`src/rtl/counter_seq_ctrl.sv`:
```
// Command-driven sequencer for a WIDTH-bit counter: accepts one (mode, length)
// command over valid/ready, steps the count that many un-held cycles, then pulses done.
module counter_seq_ctrl #(
  parameter int WIDTH = 4,
  parameter int LEN_W = 8
) (
  input  logic             clk,
  input  logic             clear,
  input  logic             cmd_valid,
  output logic             cmd_ready,
  input  logic [1:0]       cmd_mode,
  input  logic [LEN_W-1:0] cmd_len,
  input  logic             hold,
  output logic [WIDTH-1:0] Cout,
  output logic             count_valid,
  output logic [1:0]       mode_out,
  output logic             busy,
  output logic             done
);

  typedef enum logic [1:0] {
    S_IDLE = 2'd0,
    S_RUN  = 2'd1,
    S_DONE = 2'd2
  } state_t;

  localparam logic [1:0] MODE_UP   = 2'd0;
  localparam logic [1:0] MODE_DOWN = 2'd1;
  localparam logic [1:0] MODE_EVEN = 2'd2;
  localparam logic [1:0] MODE_ODD  = 2'd3;

  state_t           state_q, state_d;
  logic [WIDTH-1:0] cout_q, cout_d;
  logic [1:0]       mode_q, mode_d;
  logic [LEN_W-1:0] rem_q, rem_d;
  logic [WIDTH-1:0] start_val, next_val;
  logic             accept, step, last_step;

  assign accept    = cmd_valid && (state_q == S_IDLE);
  assign step      = (state_q == S_RUN) && !hold;
  assign last_step = step && (rem_q == '0);

  always_comb begin
    unique case (cmd_mode)
      MODE_DOWN: start_val = '1;
      MODE_ODD:  start_val = WIDTH'(1);
      default:   start_val = '0;
    endcase
  end

  // Plain modulo-2^WIDTH arithmetic gives the required wraps (15->0, 0->15, 14->0, 15->1).
  always_comb begin
    unique case (mode_q)
      MODE_UP:   next_val = cout_q + WIDTH'(1);
      MODE_DOWN: next_val = cout_q - WIDTH'(1);
      MODE_EVEN: next_val = cout_q + WIDTH'(2);
      default:   next_val = cout_q + WIDTH'(2);
    endcase
  end

  // State register
  always_ff @(posedge clk or negedge clear) begin
    if (!clear) begin
      state_q <= S_IDLE;
    end else begin
      state_q <= state_d;
    end
  end

  // Next-state logic
  always_comb begin
    state_d = state_q;
    unique case (state_q)
      S_IDLE: begin
        if (accept) begin
          state_d = (cmd_len == '0) ? S_DONE : S_RUN;
        end
      end
      S_RUN: begin
        if (last_step) begin
          state_d = S_DONE;
        end
      end
      S_DONE:  state_d = S_IDLE;
      default: state_d = S_IDLE;
    endcase
  end

  // Output decode, from registered state only
  always_comb begin
    cmd_ready   = (state_q == S_IDLE);
    busy        = (state_q != S_IDLE);
    count_valid = (state_q == S_RUN);
    done        = (state_q == S_DONE);
    Cout        = cout_q;
    mode_out    = mode_q;
  end

  always_comb begin
    cout_d = cout_q;
    mode_d = mode_q;
    rem_d  = rem_q;
    if (accept) begin
      mode_d = cmd_mode;
      cout_d = start_val;
      rem_d  = (cmd_len == '0) ? '0 : cmd_len - LEN_W'(1);
    end else if (step && !last_step) begin
      cout_d = next_val;
      rem_d  = rem_q - LEN_W'(1);
    end
  end

  always_ff @(posedge clk or negedge clear) begin
    if (!clear) begin
      cout_q <= '0;
      mode_q <= '0;
      rem_q  <= '0;
    end else begin
      cout_q <= cout_d;
      mode_q <= mode_d;
      rem_q  <= rem_d;
    end
  end

endmodule

```
`config.mk`:
```
export PLATFORM = sky130hd
export DESIGN_NAME = counter_seq_ctrl
export DESIGN_NICKNAME = d
export VERILOG_FILES = /design/src/rtl/counter_seq_ctrl.sv
export SDC_FILE = /design/constraint.sdc
export NUM_CORES = 1
export LEC_CHECK = 0
export ABC_AREA = 1
export BUFFER_PORTS_ARGS = -buffer_cell sky130_fd_sc_hd__buf_4
export CAP_MARGIN = 25
export CORE_MARGIN = 2
export CORE_UTILIZATION = 50
export CTS_CLUSTER_SIZE = 30
export DETAILED_ROUTE_END_ITERATION = 10
export PLACE_DENSITY_LB_ADDON = 0.08
export REMOVE_ABC_BUFFERS = 1
export SLEW_MARGIN = 20
export SYNTH_ARGS = -nofsm -noshare
export SYNTH_HDL_FRONTEND = slang
export SYNTH_SLANG_ARGS = --single-unit
```
`constraint.sdc`:
```
create_clock -name clk -period 1.9 [get_ports clk]
set_input_delay 0.19 -clock clk [delete_from_list [all_inputs] [get_ports clk]]
set_output_delay 0.19 -clock clk [all_outputs]
set_load 0.01 [all_outputs]
```
==> flow_metrics.env <==
export IMPL_status="completed"
export IMPL_synthArstFlopShare=1.00
export IMPL_grtUsageTotal=0.201
export IMPL_portBuffers=23
export IMPL_p_per_area_nw_per_um2=1570
export IMPL_synth_enable_flop_cells=0
export IMPL_clk_latency_ps=290
export IMPL_worst_hold_path_type="input port to register"
export IMPL_final_layout_size_suffix_gt1_frac=0.250
export IMPL_final_core_util=0.628
export IMPL_grt_pass1_wl_microns=5170
export IMPL_grt_max_degree=19
export IMPL_postSynthCellCount=194
export IMPL_cap_violations=0
export IMPL_finClkSkew_ps=9.51
export IMPL_cts_sinks=16
export IMPL_yosysUniqueCellTypes=30
export IMPL_cts_resized=0
export IMPL_rr_worst_depth=8
export IMPL_yosysTopAreaCell="dfrtp_1"
export IMPL_fin_crit_ps=1580
export IMPL_core_area_sq_um=2520
export IMPL_root_buffer="clkbuf_4"
export IMPL_whs_path_depth=3
export IMPL_netlist_area_sq_um=1350
export IMPL_diodes=0
export IMPL_syn_to_final_growth_pct=17.0
export IMPL_critPathRequiredTime_ps=2070
export IMPL_wl_per_cell_microns=11.5
export IMPL_worstPathMaxFanout=18
export IMPL_n_fill_cell=248
export IMPL_dieArea_sq_um=3140
export IMPL_vias=1270
export IMPL_static_leakage_power_uw=0.000834
export IMPL_rows=18
export IMPL_ys_top_cells_by_count="43 x nand2_1, 28 x inv_1, 24 x nor2_1"
export IMPL_finalCritPeriodShare=0.830
export IMPL_start_kind="register"
export IMPL_tightest_slew_ps=294
export IMPL_initial_core_util=0.537
export IMPL_totalWireLength_microns=2870
export IMPL_crit_type="register to register"
export IMPL_drc=0
export IMPL_ant_nets=0
export IMPL_yosysSeqAreaShare=0.296
export IMPL_cts_setup_buffers=0
export IMPL_vdd_drop_max_mv=0.923
export IMPL_multi_input_area_sq_um=791
export IMPL_die_h_microns=56.0
export IMPL_ff2ff_setup_slack_ps=320
export IMPL_synth_area_top_cells="dfrtp_1 30%, nand2_1 12%, inv_1 7.8%, nor2_1 6.7%, nand3_1 6.3%"
export IMPL_hpwlAfterDp_microns=2300
export IMPL_h_tree_depth=1
export IMPL_hold_viol=0
export IMPL_syn_area_per_cell_sq_um=6.98
export IMPL_io_pins=24
export IMPL_nNetsFinal=241
export IMPL_ys_flop_type="dfrtp_1"
export IMPL_firstDrtPassIters=4
export IMPL_synth_most_common_cell="nand2_1"
export IMPL_fin_area_sq_um=1580
export IMPL_cts_tree="done"
export IMPL_maxSlewHeadroom=0.803
export IMPL_rsz0062_at_grt="false"
export IMPL_gp_congestion=0.878
export IMPL_fmax_mhz=634
export IMPL_setup_violations=0
export IMPL_holdWs_ps=181
export IMPL_drt_iter0_drc=68
export IMPL_synth_top_area_share=0.296
export IMPL_placed_area_sq_um=1540
export IMPL_ys_ff_latch=16
export IMPL_drv_slew=0
export IMPL_antenna_found_initial=0
export IMPL_final_seq_area_sq_um=400
export IMPL_setup_tns_ps=0
export IMPL_die_x_microns=56.0
export IMPL_synth_warnings=0
export IMPL_grt_pass1_vias=1209
export IMPL_hold_buffers=1
export IMPL_viasPerCell=5.08
export IMPL_clk_path_buf_depth=2
export IMPL_endpoint_kind="register"
export IMPL_clkTransAtPathRegs_ps=90
export IMPL_cts_buffers=3
export IMPL_cp_arrival_ps=1750
export IMPL_overflow=0
-- power by group --
group          switching (uW)  leakage (uW)  internal [uW]  total [uW]
combinational             963      0.000622            629        1590
sequential                160      0.000191            506         666
clock                     107     0.0000210            117         223
-- worst max-delay path, stage by stage (launching register included) --
cell	delay (ps)
dfrtp_1	430
nor2_4	150
inv_4	60
nor2_8	200
inv_4	90
nand2_4	220
nand2_2	110
a21oi_2	140
a21oi_2	60
-- area by class of cell --
cell class	instances	area share
clock buffers	4	0.0229
well taps	30	0.0237
multi-input cells	141	0.499
flip-flops and latches	16	0.253
inverters	35	0.0861
repair buffers	24	0.115
-- flip-flops by register name, summed over array words and instances (netlist names) --
register and flops:
mode_out 2, Cout 4, state_q 2, rem_q 8
-- cell usage in the layout, fill, tap and decap left out, drive strengths merged, types with 5 or more instances in the layout --
cell type	instances
buf	23
nand2	49
ha	6
inv	35
o21ai	17
dfrtp	16
nand3	18
xor2	5
a21oi	7
nor2	29
-- layer usage --
metal / track usage / routed length (microns)
met1: 0.261 / 1260
met2: 0.356 / 1470
met3: 0.0395 / 130
met4: 0.0204 / 10
met5: 0 / 0
-- per-stage QoR --
step	std cells	setup WS (ps)	power [uW]
2_1_floorplan	192	464	1820
4_1_cts	250	319	2500
6_report	250	323	2480
3_3_place_gp	245	406	2210
3_5_place_dp	245	338	2260
5_1_grt	250	197	2750
-- cells by family after synthesis --
logic type | Yosys count | synth area share
simple gates | 100 | 0.346
xor+xnor | 7 | 0.0453
flops | 16 | 0.296
compound gates | 28 | 0.138
buf+inv | 37 | 0.120
fa+ha+maj | 6 | 0.0555
-- path summary, 6_finish.rpt --
path | startpoint | endpoint
setup / recovery | state_q[1] | Cout[3]
min in group asynchronous | clear | rem_q[0]
hold reg to reg | rem_q[7] | rem_q[7]
setup reg to reg | state_q[1] | Cout[3]
max in group asynchronous | clear | rem_q[1]
hold / removal | cmd_mode[1] | mode_out[1]
(Power assumes the default switching activity.)
